File: src/rtl/axi_lite_interface_synch_if.sv
// AXI-Lite bus bundle (AW/W/B/AR/R) between a master and the register slave.
// Latency: none, wires only.
// Backpressure: plain valid/ready per channel, one beat per handshake.
interface axi_lite_interface_synch_if #(
   parameter int AXI_ADDR_WIDTH = 64,
   parameter int AXI_ID_WIDTH   = 10
);
   logic                      aw_valid_i;
   logic                      aw_ready_o;
   logic [AXI_ADDR_WIDTH-1:0] aw_addr_i;
   logic [AXI_ID_WIDTH-1:0]   aw_id_i;

   logic                      w_valid_i;
   logic                      w_ready_o;
   logic [63:0]               w_data_i;
   logic [7:0]                w_strb_i;

   logic                      b_valid_o;
   logic                      b_ready_i;
   logic [AXI_ID_WIDTH-1:0]   b_id_o;
   logic [1:0]                b_resp_o;

   logic                      ar_valid_i;
   logic                      ar_ready_o;
   logic [AXI_ADDR_WIDTH-1:0] ar_addr_i;
   logic [AXI_ID_WIDTH-1:0]   ar_id_i;

   logic                      r_valid_o;
   logic                      r_ready_i;
   logic [AXI_ID_WIDTH-1:0]   r_id_o;
   logic [63:0]               r_data_o;
   logic [1:0]                r_resp_o;
   logic                      r_last_o;

   modport slave (
      input  aw_valid_i, aw_addr_i, aw_id_i,
      output aw_ready_o,
      input  w_valid_i, w_data_i, w_strb_i,
      output w_ready_o,
      output b_valid_o, b_id_o, b_resp_o,
      input  b_ready_i,
      input  ar_valid_i, ar_addr_i, ar_id_i,
      output ar_ready_o,
      output r_valid_o, r_id_o, r_data_o, r_resp_o, r_last_o,
      input  r_ready_i
   );

   modport master (
      output aw_valid_i, aw_addr_i, aw_id_i,
      input  aw_ready_o,
      output w_valid_i, w_data_i, w_strb_i,
      input  w_ready_o,
      input  b_valid_o, b_id_o, b_resp_o,
      output b_ready_i,
      output ar_valid_i, ar_addr_i, ar_id_i,
      input  ar_ready_o,
      input  r_valid_o, r_id_o, r_data_o, r_resp_o, r_last_o,
      output r_ready_i
   );
endinterface

File: src/rtl/axi_lite_interface_synch.sv
// AXI-Lite to single-port register-file bridge plus a 2-flop input synchronizer.
// Latency: AW->en 1 cycle, ->B 2 cycles; AR->en 1 cycle, ->R 2 cycles; a_i->z_o 2 edges.
// Backpressure: one transaction outstanding; B/R held until ready, AW/AR refused meanwhile.
module axi_lite_interface_synch #(
   parameter int AXI_ADDR_WIDTH = 64,
   parameter int AXI_DATA_WIDTH = 64,
   parameter int AXI_ID_WIDTH   = 10
) (
   input  logic                      clk_i,
   input  logic                      rst_i,
   axi_lite_interface_synch_if.slave axi,
   output logic [AXI_ADDR_WIDTH-1:0] address_o,
   output logic                      en_o,
   output logic                      we_o,
   output logic [63:0]               data_o,
   input  logic [63:0]               data_i,
   input  logic                      a_i,
   output logic                      z_o
);

   generate
      if (AXI_DATA_WIDTH != 64) begin : g_bad_data_width
         $fatal(1, "axi_lite_interface_synch: only AXI_DATA_WIDTH=64 is supported");
      end
   endgenerate

   typedef enum logic [2:0] {
      IDLE    = 3'd0,
      WRITE   = 3'd1,
      WRITE_B = 3'd2,
      READ    = 3'd3,
      READ_R  = 3'd4
   } state_t;

   state_t                    state_q;
   logic [AXI_ADDR_WIDTH-1:0] addr_q;
   logic [AXI_ID_WIDTH-1:0]   id_q;
   logic [63:0]               rdata_q;
   logic                      aw_rdy_q;
   logic                      w_rdy_q;
   logic                      b_vld_q;
   logic                      r_vld_q;
   logic                      sync_ff1_q;
   logic                      sync_ff2_q;
   logic                      wr_beat;
   logic                      rd_beat;

   // Byte strobes carry no meaning here: every write is a full 64-bit word.
   logic unused_strb;
   assign unused_strb = ^axi.w_strb_i;

   // Transaction FSM: latches address/ID, captures read data, keeps handshake flags registered.
   always_ff @(posedge clk_i) begin
      if (rst_i) begin
         state_q  <= IDLE;
         addr_q   <= '0;
         id_q     <= '0;
         rdata_q  <= '0;
         aw_rdy_q <= 1'b1;
         w_rdy_q  <= 1'b0;
         b_vld_q  <= 1'b0;
         r_vld_q  <= 1'b0;
      end else begin
         case (state_q)
            IDLE: begin
               if (axi.aw_valid_i) begin
                  addr_q   <= axi.aw_addr_i;
                  id_q     <= axi.aw_id_i;
                  aw_rdy_q <= 1'b0;
                  w_rdy_q  <= 1'b1;
                  state_q  <= WRITE;
               end else if (axi.ar_valid_i) begin
                  addr_q   <= axi.ar_addr_i;
                  id_q     <= axi.ar_id_i;
                  aw_rdy_q <= 1'b0;
                  state_q  <= READ;
               end
            end
            WRITE: begin
               if (axi.w_valid_i) begin
                  w_rdy_q <= 1'b0;
                  b_vld_q <= 1'b1;
                  state_q <= WRITE_B;
               end
            end
            WRITE_B: begin
               if (axi.b_ready_i) begin
                  b_vld_q  <= 1'b0;
                  aw_rdy_q <= 1'b1;
                  state_q  <= IDLE;
               end
            end
            READ: begin
               rdata_q <= data_i;
               r_vld_q <= 1'b1;
               state_q <= READ_R;
            end
            READ_R: begin
               if (axi.r_ready_i) begin
                  r_vld_q  <= 1'b0;
                  aw_rdy_q <= 1'b1;
                  state_q  <= IDLE;
               end
            end
            default: begin
               state_q  <= IDLE;
               aw_rdy_q <= 1'b1;
               w_rdy_q  <= 1'b0;
               b_vld_q  <= 1'b0;
               r_vld_q  <= 1'b0;
            end
         endcase
      end
   end

   // Two-flop synchronizer for the asynchronous a_i input.
   always_ff @(posedge clk_i) begin
      if (rst_i) begin
         sync_ff1_q <= 1'b0;
         sync_ff2_q <= 1'b0;
      end else begin
         sync_ff1_q <= a_i;
         sync_ff2_q <= sync_ff1_q;
      end
   end

   // Register-port strobes follow the W beat directly, so they are decoded, not registered;
   // a reset in the same cycle suppresses them so an aborted transaction never touches the file.
   assign wr_beat = !rst_i && (state_q == WRITE) && axi.w_valid_i;
   assign rd_beat = !rst_i && (state_q == READ);

   assign en_o      = wr_beat | rd_beat;
   assign we_o      = wr_beat;
   assign data_o    = wr_beat ? axi.w_data_i : 64'd0;
   assign address_o = addr_q;
   assign z_o       = sync_ff2_q;

   // AW takes priority over a simultaneous AR.
   assign axi.aw_ready_o = aw_rdy_q;
   assign axi.ar_ready_o = aw_rdy_q & ~axi.aw_valid_i;
   assign axi.w_ready_o  = w_rdy_q;
   assign axi.b_valid_o  = b_vld_q;
   assign axi.b_id_o     = id_q;
   assign axi.b_resp_o   = 2'b00;
   assign axi.r_valid_o  = r_vld_q;
   assign axi.r_id_o     = id_q;
   assign axi.r_data_o   = rdata_q;
   assign axi.r_resp_o   = 2'b00;
   assign axi.r_last_o   = 1'b1;

endmodule

File: src/flat_wrapper.sv
// flat-port wrapper written by rule: the top's interface ports become plain ports
module axi_lite_interface_synch_flat 
#(
   parameter int AXI_ADDR_WIDTH = 64,
   parameter int AXI_DATA_WIDTH = 64,
   parameter int AXI_ID_WIDTH   = 10
)
  (clk_i, rst_i, address_o, en_o, we_o, data_o, data_i, a_i, z_o, axi_aw_valid_i, axi_aw_addr_i, axi_aw_id_i, axi_aw_ready_o, axi_w_valid_i, axi_w_data_i, axi_w_strb_i, axi_w_ready_o, axi_b_valid_o, axi_b_id_o, axi_b_resp_o, axi_b_ready_i, axi_ar_valid_i, axi_ar_addr_i, axi_ar_id_i, axi_ar_ready_o, axi_r_valid_o, axi_r_id_o, axi_r_data_o, axi_r_resp_o, axi_r_last_o, axi_r_ready_i);
  axi_lite_interface_synch_if #(.AXI_ADDR_WIDTH(AXI_ADDR_WIDTH), .AXI_ID_WIDTH(AXI_ID_WIDTH)) axi_i ();
  input  logic clk_i;
  input  logic rst_i;
  output logic [AXI_ADDR_WIDTH-1:0] address_o;
  output logic en_o;
  output logic we_o;
  output logic [63:0] data_o;
  input  logic [63:0] data_i;
  input  logic a_i;
  output logic z_o;
  input wire logic [$bits(axi_i.aw_valid_i)-1:0] axi_aw_valid_i;
  input wire logic [$bits(axi_i.aw_addr_i)-1:0] axi_aw_addr_i;
  input wire logic [$bits(axi_i.aw_id_i)-1:0] axi_aw_id_i;
  output wire logic [$bits(axi_i.aw_ready_o)-1:0] axi_aw_ready_o;
  input wire logic [$bits(axi_i.w_valid_i)-1:0] axi_w_valid_i;
  input wire logic [$bits(axi_i.w_data_i)-1:0] axi_w_data_i;
  input wire logic [$bits(axi_i.w_strb_i)-1:0] axi_w_strb_i;
  output wire logic [$bits(axi_i.w_ready_o)-1:0] axi_w_ready_o;
  output wire logic [$bits(axi_i.b_valid_o)-1:0] axi_b_valid_o;
  output wire logic [$bits(axi_i.b_id_o)-1:0] axi_b_id_o;
  output wire logic [$bits(axi_i.b_resp_o)-1:0] axi_b_resp_o;
  input wire logic [$bits(axi_i.b_ready_i)-1:0] axi_b_ready_i;
  input wire logic [$bits(axi_i.ar_valid_i)-1:0] axi_ar_valid_i;
  input wire logic [$bits(axi_i.ar_addr_i)-1:0] axi_ar_addr_i;
  input wire logic [$bits(axi_i.ar_id_i)-1:0] axi_ar_id_i;
  output wire logic [$bits(axi_i.ar_ready_o)-1:0] axi_ar_ready_o;
  output wire logic [$bits(axi_i.r_valid_o)-1:0] axi_r_valid_o;
  output wire logic [$bits(axi_i.r_id_o)-1:0] axi_r_id_o;
  output wire logic [$bits(axi_i.r_data_o)-1:0] axi_r_data_o;
  output wire logic [$bits(axi_i.r_resp_o)-1:0] axi_r_resp_o;
  output wire logic [$bits(axi_i.r_last_o)-1:0] axi_r_last_o;
  input wire logic [$bits(axi_i.r_ready_i)-1:0] axi_r_ready_i;
  assign axi_i.aw_valid_i = axi_aw_valid_i;
  assign axi_i.aw_addr_i = axi_aw_addr_i;
  assign axi_i.aw_id_i = axi_aw_id_i;
  assign axi_aw_ready_o = axi_i.aw_ready_o;
  assign axi_i.w_valid_i = axi_w_valid_i;
  assign axi_i.w_data_i = axi_w_data_i;
  assign axi_i.w_strb_i = axi_w_strb_i;
  assign axi_w_ready_o = axi_i.w_ready_o;
  assign axi_b_valid_o = axi_i.b_valid_o;
  assign axi_b_id_o = axi_i.b_id_o;
  assign axi_b_resp_o = axi_i.b_resp_o;
  assign axi_i.b_ready_i = axi_b_ready_i;
  assign axi_i.ar_valid_i = axi_ar_valid_i;
  assign axi_i.ar_addr_i = axi_ar_addr_i;
  assign axi_i.ar_id_i = axi_ar_id_i;
  assign axi_ar_ready_o = axi_i.ar_ready_o;
  assign axi_r_valid_o = axi_i.r_valid_o;
  assign axi_r_id_o = axi_i.r_id_o;
  assign axi_r_data_o = axi_i.r_data_o;
  assign axi_r_resp_o = axi_i.r_resp_o;
  assign axi_r_last_o = axi_i.r_last_o;
  assign axi_i.r_ready_i = axi_r_ready_i;
  axi_lite_interface_synch #(.AXI_ADDR_WIDTH(AXI_ADDR_WIDTH), .AXI_DATA_WIDTH(AXI_DATA_WIDTH), .AXI_ID_WIDTH(AXI_ID_WIDTH)) u_core (.clk_i(clk_i), .rst_i(rst_i), .axi(axi_i), .address_o(address_o), .en_o(en_o), .we_o(we_o), .data_o(data_o), .data_i(data_i), .a_i(a_i), .z_o(z_o));
endmodule
File: config.mk
export PLATFORM = sky130hd
export DESIGN_NAME = axi_lite_interface_synch_flat
export DESIGN_NICKNAME = d
export VERILOG_FILES = /design/src/rtl/axi_lite_interface_synch_if.sv /design/src/rtl/axi_lite_interface_synch.sv /design/src/flat_wrapper.sv
export SDC_FILE = /design/constraint.sdc
export NUM_CORES = 1
export LEC_CHECK = 0
export ABC_AREA = 1
export CAP_MARGIN = 40
export CORE_AREA = 5 5 200 202
export DETAILED_ROUTE_END_ITERATION = 16
export DIE_AREA = 0 0 205 207
export MAX_ROUTING_LAYER = met4
export PLACE_DENSITY = 0.45
export SETUP_SLACK_MARGIN = 0.4
export SLEW_MARGIN = 0
export SYNTH_ARGS = -nofsm -noshare
export SYNTH_HDL_FRONTEND = slang
export SYNTH_SLANG_ARGS = --single-unit
File: constraint.sdc
create_clock -name clk_i -period 2.8 [get_ports clk_i]
set_clock_uncertainty 0.1 [all_clocks]
set_input_delay 0.56 -clock clk_i [delete_from_list [all_inputs] [get_ports clk_i]]
set_output_delay 0.56 -clock clk_i [all_outputs]
set_load 0.03 [all_outputs]
* Word-level counts from Yosys, hierarchy flattened
Cells that the tools add are included.
Word-level totals: register bits 147, input bits 292, output and inout port bits 225, logic and storage cells 66
Cells by class: equality and inequality tests 9, muxes and demuxes 24, bitwise operators 7, reduce and logical (&&, ||, !) cells 16
Operators with widths (count):
- $mux W64 | 3
- $mux W10 | 2
- $mux W3 | 5
- $pmux W3 S5 | 1
- $mux W1 | 9
- $pmux W1 S3 | 3
- $reduce_or A3 Y1 | 3
- $ne A2 B2 Y1 const B | 4
- $reduce_and A4 Y1 | 2
- $eq A3 B2 Y1 const B | 2
- $reduce_and A3 Y1 | 2
- $not A1 Y1 | 5
- $pmux W1 S4 | 1
- $reduce_and A2 Y1 | 2
- $eq A3 B1 Y1 const B | 1
- $eq A3 B3 Y1 const B | 1
- $logic_and A1 B1 Y1 | 3
- $logic_not A3 Y1 | 1
- $ne A3 B3 Y1 const B | 1
- $reduce_bool A2 Y1 | 1
- $reduce_or A2 Y1 | 1
- $and A1 B1 Y1 | 1
- $logic_not A1 Y1 | 1
- $or A1 B1 Y1 | 1

* Depth between registers and ports, before layout
Gate-level depths: netlist of run 1.
depth in word-level cells 4, depth in mapped cells 8, depth with buffers taken out 7

* Least setup slack after synthesis of run 1
OpenSTA, ideal clock, no wires.
path kind input port to output port, start point in rst_i, end point out data_o[39], arrival 1696 ps, path slack 444 ps, cell stages on the path 6, path buffers 3, cell sequence clkbuf_2 inv_2 nand4_1 buf_2 buf_2 nor2_1
On the way: word-level cells in the longest chain between the ends 4
RTL lines:
- from (decl) | line flat_wrapper.sv:11 | input logic rst_i;
- $logic_not A1 Y1 | line axi_lite_interface_synch.sv:129 | assign wr_beat = !rst_i && (state_q == WRITE) && axi.w_valid_i;
- $logic_and A1 B1 Y1 (2 in series) | line axi_lite_interface_synch.sv:129
- $mux W64 | line axi_lite_interface_synch.sv:134 | assign data_o = wr_beat ? axi.w_data_i : 64'd0;
- to (decl) | line flat_wrapper.sv:15 | output logic [63:0] data_o;
Every way passes these cells.

* Final worst setup path of run 1
start point reg u_core.state_q[0], end point out data_o[12]
On the way: word-level cells in the longest chain between the ends 4
RTL lines:
- from (decl) | line axi_lite_interface_synch.sv:35 | state_t state_q;
- from (signal assigned) | line axi_lite_interface_synch.sv:55 | state_q <= IDLE;
- from (signal assigned) | line axi_lite_interface_synch.sv:71 | state_q <= WRITE;
- from (signal assigned) | line axi_lite_interface_synch.sv:76 | state_q <= READ;
- $eq A3 B1 Y1 | line axi_lite_interface_synch.sv:129
- $logic_and A1 B1 Y1 (2 in series) | line axi_lite_interface_synch.sv:129
- $mux W64 | line axi_lite_interface_synch.sv:134
Every way passes these cells.

==> results by stage, run 1 <==
Routing:
- The final wirelength is 31,900 um.
- The initial DRC count is approximately 370.
- After detailed routing, the number of remaining DRC violations is 0.
- The length of the first detailed-routing pass in iterations is 4.
- Summing over every cut layer, the via total after detailed routing is around 8,000.
- The routed via count divided by cell count is around 3.9.
- After detailed routing, the average wire length per cell comes to 15.5 um.
- The count of antenna-violating nets left after detailed routing is 0.

Synthesis:
- Of the post-synthesis cell area, the dominant cell type holds between 40% and 50%.
- After synthesis the cells add up to just under 0.007 mm^2.
- Sorting the synthesized cells by area gives the leading types as sky130_fd_sc_hd__dfxtp_1, sky130_fd_sc_hd__nand2_1, sky130_fd_sc_hd__nor2_1.
- The proportion of synthesized chip area in sequential cells is 43.2%.
- After synthesis the netlist holds a flip-flop and latch count of 147.
- A synthesized cell averages approximately 6.5 um^2.
- The number of enable-type register cells in the synthesized netlist is 0.
- The post-synthesis async set-or-reset flop share is 0%.
- By instance count, the leading cell after synthesis is sky130_fd_sc_hd__nand2_1.
- The number of distinct library cells after synthesis is 19.
- For this run, the number of Yosys warnings is 0.
- In the synthesized netlist the dominant register cell turns out to be sky130_fd_sc_hd__dfxtp_1.
- The largest total area in the synthesized netlist belongs to sky130_fd_sc_hd__dfxtp_1.
- The commonest cells after synthesis are sky130_fd_sc_hd__nand2_1, sky130_fd_sc_hd__nor2_1, sky130_fd_sc_hd__inv_1.
- The synthesized netlist cell count is approximately 1,100.

GRT:
- The maximum number of pins on one net before global-route repair is 142.
- The global-route wire length before repair is between 40,000 and 50,000 um.
- The via count of the first global-routing pass is between 7,000 and 8,000.
- The overflow left after global routing is 0.
- The overall fraction of global-route tracks in use is about 15%.
- The most crowded layer after global routing is met2.
- The met1 demand-to-capacity share in global routing is between 10% and 20%.
- The initial antenna violation count was 2.
- The met2 layer usage reported by global route is a little under a quarter.
- For met3 alone, demand over resource in global routing was 6.44%.

Clock network:
- The clock buffer count from CTS is 17.
- The number of buffers inserted by hold repair at cts is 0.
- The maximum buffer depth of the clock tree is 2.
- The total number of clock tree sinks is ~150.
- Clock-pin slew was measured on the worst setup and hold paths at around 0.060 ns.
- The later pin in the worst-skew pair is clocked with a latency of 0.43 ns.
- The clock tree synthesis step divided the H-tree into 4 levels.
- The buffer cell driving the clock tree root is sky130_fd_sc_hd__clkbuf_16.
- The CTS tree is built.

Timing:
- The max-slew violation count is 0.
- Dividing the final minimum period by the clock period gives a little under nine tenths.
- The measured slew at the worst slew-check pin is 0.594 ns.
- The tightest hold margin is approximately 0.3 ns.
- Setup repair after global routing could not meet its margin everywhere.
- The routed design could run at a clock period as short as about 2.4 ns.
- The headroom to the max-slew limit is 60.4%.
- The total count of hold-check failures in the final report is 0.
- For this run, the top clock speed supported by timing is around 420 MHz.
- The number of setup violations in the final report is 0.
- The final setup TNS is 0 ns.

Setup path:
- The critical path startpoint category is a flop.
- Data arrives at the worst endpoint at 1.74 ns.
- The largest delay contributor family on the critical path is buffers and inverters.
- The critical path is of the reg2out type.
- Traced cell by cell, the critical path runs through inv_2 > nor2_4 > nand4_1 > buf_6 > bufbuf_16 > nor2_1 > buf_4.
- The required time of the worst setup path is ~2.1 ns.
- In this run the worst path has a maximum fanout of 16.
- The slowest cell on the critical path is sky130_fd_sc_hd__dfxtp_2.
- The type of destination of the critical path is a primary output.
- In this design, the stage delay of the slowest critical-path cell is around 0.35 ns.
- The buffering stage count on the worst path with inverters included is 4.

Place:
- The number of port buffers is slightly above 500.
- The routability congestion estimate is about 0.81.
- The half-perimeter wire length after detailed placement is approximately 24,000 um.

Pwr:
- The power after layout is between 8 and 9 mW.
- The switching share of total power is between 30% and 40%.
- The internal portion of the total power is approximately 5.3 mW.
- Of the total power, combinational logic draws between 30% and 40%.
- Summed over all nets, the switching power comes to approximately 2.8 mW.
- In this run, flip-flops and latches consume a little under a third of the power.
- The analysis attributes to cell leakage a power of between 5 and 6 nW.
- The maximum vdd drop is approximately 0.4 mV.
- In this run the power density over the cells is about 620 mW/mm^2.
- Of the total power, the clock network draws a little under a third.

Outcome:
- The run finished with clean final reports.

Floorplan:
- The width of the die is ~210 um.
- 517 I/O pins were placed.
- The height of the chip is around 210 um.
- The die covers 0.0424 mm^2.
- The initialized floorplan defines 72 standard-cell rows.
- The effective utilization at floorplan is about 18%.
- The standard cell core area is about 0.038 mm^2.

Layout:
- Relative to the synthesized area, the layout overhead comes to 92.3%.
- The post-route netlist has a little over a tenth of its cells at a drive strength greater than 1.
- The final layout contains between 1,500 and 2,000 nets.

Hold path:
- In this run the worst hold path is classified as reg2reg.

Run:
- The max-capacitance violation count is 0.
==> final cells by class <==
| class | count | area (um^2) |
|---|---|---|
| repair buffers | 531 | 5340 |
| multi-input cells | 674 | 2950 |
| diodes | 2 | 5.00 |
| clock buffers | 24 | 472 |
| clock inverters | 8 | 173 |
| inverters | 151 | 568 |
| well taps | 518 | 648 |
| fillers | 4173 | 25000 |
| flip-flops and latches | 147 | 2950 |
==> flip-flops by register name, summed over array words and instances, names as in the netlist <==
name and flops:
u_core.axi.r_data_o 64, u_core.state_q 3, u_core.axi.aw_ready_o 1, u_core.z_o 1, u_core.axi.r_valid_o 1, u_core.sync_ff1_q 1, u_core.axi.b_valid_o 1, u_core.address_o 64
u_core.axi.w_ready_o 1, u_core.axi.b_id_o 10
==> logic make-up (layout without fill, tap and decap cells) <==
| group | after synthesis | after routing | synth area share (%) |
|---|---|---|---|
| AO/OA/AOI/OAI | 223 | 223 | 16.4 |
| buffers and inverters | 237 | 714 | 15.2 |
| flip-flops | 147 | 147 | 43.2 |
| other | 2 | 7 | 0.110 |
| AND/OR/NAND/NOR | 446 | 446 | 25.1 |
==> per-stage QoR <==
step	worst slack, ns	instances	util [%]	cell area, um^2
finish	0.399	2055	34.4	13100
global route	0.271	2055	34.4	13100
CTS	0.358	2053	34.1	13000
detailed placement	0.257	2011	31.9	12100
global placement	0.279	2011	31.9	12100
floorplan	0.444	1058	-	6830
==> metal layers <==
metal	vias up	routed length, um
li1	4132	-
met1	3497	13700
met2	303	14700
met3	21	3130
met4	0	341
met5	-	0
==> worst reg2reg max path, cell delays in order (launching register included) <==
cell                      delay, ns
sky130_fd_sc_hd__dfxtp_2       0.33
sky130_fd_sc_hd__inv_2         0.07
sky130_fd_sc_hd__nor2_4        0.04
sky130_fd_sc_hd__buf_4         0.13
sky130_fd_sc_hd__nand2_2       0.08
sky130_fd_sc_hd__buf_12        0.26
sky130_fd_sc_hd__inv_2         0.09
sky130_fd_sc_hd__buf_12        0.19
sky130_fd_sc_hd__nor2_1        0.19
sky130_fd_sc_hd__nor2_1        0.06
==> repair_timing <==
action / in CTS / in global routing
pin swaps: 1 / 1
endpoints found under the setup margin: 66 / 49
setup buffers: 7 / 0
cloned: 3 / 0
resized for setup: 25 / 38
==> power by group through the flow <==
stage,logic (mW),clock network (mW),registers [mW]
after detailed placement,2.98,0,2.64
after floorplan,0.992,0,3.21
final,3.00,2.56,2.59
after CTS,3.03,2.67,2.60
after global routing,3.23,2.77,2.64
after global placement,2.98,0,2.63
==> path summary, 6_finish.rpt <==
| kind | depth (start not counted) | from | endpoint | slack, ns |
|---|---|---|---|---|
| max | 7 | u_core.state_q[0] | data_o[12] | 0.40 |
| min | 2 | u_core.sync_ff1_q | u_core.z_o | 0.31 |
| max reg2reg | 9 | u_core.state_q[0] | u_core.axi.r_data_o[32] | 1.15 |
| min reg2reg | 2 | u_core.sync_ff1_q | u_core.z_o | 0.31 |
==> placed cells by master (no fill, tap or decap) <==
cell	count
sky130_fd_sc_hd__clkdlybuf4s50_1	433
sky130_fd_sc_hd__nand2_1	231
sky130_fd_sc_hd__nor2_1	173
sky130_fd_sc_hd__inv_1	146
sky130_fd_sc_hd__dfxtp_1	145
sky130_fd_sc_hd__o21ai_0	102
sky130_fd_sc_hd__a21oi_1	80
sky130_fd_sc_hd__buf_4	62
sky130_fd_sc_hd__o21ai_1	40
sky130_fd_sc_hd__nor2_2	23
sky130_fd_sc_hd__buf_6	20
sky130_fd_sc_hd__clkbuf_16	17
sky130_fd_sc_hd__buf_12	10
sky130_fd_sc_hd__nand3_1	8
sky130_fd_sc_hd__nor2_4	7
sky130_fd_sc_hd__conb_1	5
sky130_fd_sc_hd__clkbuf_1	5
sky130_fd_sc_hd__bufinv_16	5
sky130_fd_sc_hd__inv_2	4
sky130_fd_sc_hd__dlygate4sd2_1	3
sky130_fd_sc_hd__diode_2	2
sky130_fd_sc_hd__clkinv_2	2
sky130_fd_sc_hd__nand4_1	2
sky130_fd_sc_hd__nand2_2	2
sky130_fd_sc_hd__clkbuf_8	2
sky130_fd_sc_hd__buf_16	2
sky130_fd_sc_hd__o21ai_4	1
sky130_fd_sc_hd__clkinv_4	1
sky130_fd_sc_hd__inv_6	1
sky130_fd_sc_hd__bufbuf_16	1
sky130_fd_sc_hd__dfxtp_2	1
sky130_fd_sc_hd__dfxtp_4	1
No activity file was read; power rests on OpenSTA's default activity.
==> run 2, diff against run 1 <==
--- a/config.mk
+++ b/config.mk
@@ -8,6 +8,7 @@
 export ABC_AREA = 1
 export CAP_MARGIN = 40
 export CORE_AREA = 5 5 200 202
+export CTS_CLUSTER_SIZE = 24
 export DETAILED_ROUTE_END_ITERATION = 16
 export DIE_AREA = 0 0 205 207
 export MAX_ROUTING_LAYER = met4
==> results of run 2 <==
Same layout as run 1: the final DEF is identical, and so are final timing and power.
==> run 3, diff against run 2 <==
--- a/config.mk
+++ b/config.mk
@@ -18,3 +18,4 @@
 export SYNTH_ARGS = -nofsm -noshare
 export SYNTH_HDL_FRONTEND = slang
 export SYNTH_SLANG_ARGS = --single-unit
+export TNS_END_PERCENT = 5
==> run 3 against run 2 <==
Combinational power hardly changed. Sequential share of layout area grew 0.17 points. Final area fell by 0.76%. Critical path type unchanged. Largest cell class unchanged.
==> results by stage, run 3 (synthesis results as in run 1) <==
Setup path:
- The critical path startpoint category was a flop (unchanged).
- The peak fanout along the critical path came to 16 (unchanged).
- The required time of the worst setup path is 2.14 ns (about the same).
- The data arrival at the endpoint of the critical path came to 1.74 ns (about the same).
- The worst setup path category was reg2out (unchanged).
- The beginning of the worst register-to-register path is u_core.state_q[0] (unchanged).
- The type of destination of the critical path is a primary output (unchanged).
- The worst setup path startpoint is u_core.state_q[0] (unchanged).

Timing:
- The share of the cycle needed by the critical path after routing came to 85.8% (about the same).
- The final setup TNS is 0 ns (unchanged).
- The number of setup violations in the final report is 0 (unchanged).
- The maximum clock frequency is 416 MHz (about the same).
- The time the worst path needs with I/O delays and setup is 2.40 ns (about the same).
- The total count of hold-check failures in the final report was 0 (unchanged).
- The headroom to the max-slew limit is 61.2% (was 60.4%).
- The max-slew violation count is 0 (unchanged).
- The minimum setup slack in the final design was 0.398 ns (was 0.399 ns).
- RSZ-0062 raised after global routing: yes (unchanged).
- The measured slew at the worst slew-check pin is 0.582 ns (was 0.594 ns).
- The tightest hold margin was 0.308 ns (about the same).

Routing:
- The final wirelength is 31,800 um (was 31,900 um).
- The count of antenna-violating nets left after detailed routing is 0 (unchanged).
- The length of the first detailed-routing pass in iterations was 5 (was 4).
- The remaining design rule violation count is 0 (unchanged).
- The average wire per cell in the routed design is 15.5 um (about the same).
- The vias after detailed routing is 7,943 (was 7,953).
- The initial DRC count is 391 (was 371).
- The routed via count divided by cell count came to 3.87 (about the same).

Clock network:
- The number of buffers inserted by hold repair at cts is 0 (unchanged).
- The total number of clock tree sinks is 147 (unchanged).
- The post-CTS clock slew at the launch and capture registers of the worst setup and hold paths is 0.06 ns (about the same).
- The CTS tree is built (unchanged).
- The maximum buffer depth of the clock tree is 2 (unchanged).
- The clock buffer count from CTS is 17 (unchanged).
- The count of H-tree levels built during CTS was 4 (unchanged).
- The buffer cell driving the clock tree root was sky130_fd_sc_hd__clkbuf_16 (unchanged).
- The source-to-sink clock delay at the later pin of the worst-skew pair is 0.43 ns (about the same).

Run:
- The max-capacitance violation count came to 0 (unchanged).

Place:
- The cell count after placement was 2,011 (unchanged).
- The half-perimeter wire length after detailed placement came to 23,600 um (unchanged).
- The number of port buffers is 503 (unchanged).
- The worst setup timing slack at the placement stage is 0.257 ns (unchanged).
- The cell area reported after detailed placement is 0.0121 mm^2 (unchanged).
- The routability congestion estimate is 0.815 (unchanged).

GRT:
- The overall fraction of global-route tracks in use came to 15.0% (about the same).
- The global-route wire length before repair is 47,800 um (was 47,900 um).
- The overflow left after global routing was 0 (unchanged).
- The maximum number of pins on one net before global-route repair is 142 (unchanged).
- The via count of the first global-routing pass is 7,933 (was 7,943).
- The initial antenna violation count is 2 (unchanged).

Pwr:
- The power after layout is 8.13 mW (was 8.15 mW).
- The static leakage power is 5.67 nW (was 5.68 nW).
- The maximum vdd drop is 0.400 mV (about the same).
- The power density over cell area is 626 mW/mm^2 (was 622 mW/mm^2).

Layout:
- The commonest non-fill, non-tap cell in the layout is sky130_fd_sc_hd__clkdlybuf4s50_1 (unchanged).
- The end-of-flow core utilization is 34.1% (was 34.4%).
- The synthesis-to-layout area growth is 90.8% (was 92.3%).
- The proportion of layout cells with a drive suffix above 1 is 10.0% (was 10.6%).
- The final cell count without fillers is 2,055 (unchanged).
- Leading cell types in the layout, fill and taps excluded: sky130_fd_sc_hd__clkdlybuf4s50_1, sky130_fd_sc_hd__nand2_1, sky130_fd_sc_hd__nor2_1 (unchanged).
- The post-route cell area was 0.0130 mm^2 (was 0.0131 mm^2).
- The final net count is 1,814 (unchanged).
- The filler cell count was 4,180 (was 4,173).

Hold path:
- The class of the tightest hold or removal check was reg2reg (unchanged).
- The hold path startpoint was u_core.sync_ff1_q (unchanged).

Floorplan:
- The width of the die came to 205 um (unchanged).
- The height of the chip came to 207 um (unchanged).
- The number of top-level pins is 517 (unchanged).
- The number of core rows is 72 (unchanged).
- The standard cell core area came to 0.0381 mm^2 (unchanged).
- The die area is 0.0424 mm^2 (unchanged).
- The effective utilization at floorplan came to 17.9% (unchanged).

Outcome:
- Result of the run: completed (unchanged).
run 3: worst paths after layout:
| path | end | slack, ns | depth (start not counted) |
|---|---|---|---|
| worst min-delay path | u_core.z_o | 0.31 | 2 |
| worst min register to register | u_core.z_o | 0.31 | 2 |
| worst max register to register | u_core.axi.r_data_o[17] | 1.14 | 9 |
| worst max-delay path | data_o[12] | 0.40 | 7 |
run 3: layout make-up:
cell class | count | area (um^2) | area share (%)
clock inverter | 8 | 173 | 1.33
inverter | 151 | 568 | 4.37
sequential | 147 | 2950 | 22.7
antenna | 2 | 5.00 | 0.0385
clock buffer | 24 | 472 | 3.63
tap | 518 | 648 | 4.98
timing repair buffer | 531 | 5280 | 40.6
multi-input combinational | 674 | 2910 | 22.4
run 3: power breakdown:
part	internal, mW	switching [mW]
Clock	1.63	0.930
Sequential	2.41	0.177
Combinational	1.30	1.68
Total	5.34	2.79
run 3: critical path: stages, from the launching register on:
cell	delay (ns)
sky130_fd_sc_hd__dfxtp_2	0.35
sky130_fd_sc_hd__inv_2	0.05
sky130_fd_sc_hd__nor2_4	0.08
sky130_fd_sc_hd__nand4_1	0.09
sky130_fd_sc_hd__buf_6	0.15
sky130_fd_sc_hd__bufbuf_16	0.30
sky130_fd_sc_hd__nor2_1	0.11
sky130_fd_sc_hd__buf_4	0.17
run 3: metal layers:
layer	share of wire [%]	up-vias	GRT usage, %
met5	0	-	-
met3	9.8	21	6.44
met1	43	3483	17.7
met4	1.1	0	3.12
li1	-	4132	-
met2	46	307	23.8
run 3: timing repair:
action	CTS	global route
setup buffers	7	0
gates cloned	3	0
pin swaps	1	1
setup endpoints to repair	66	48
resized for setup	13	21
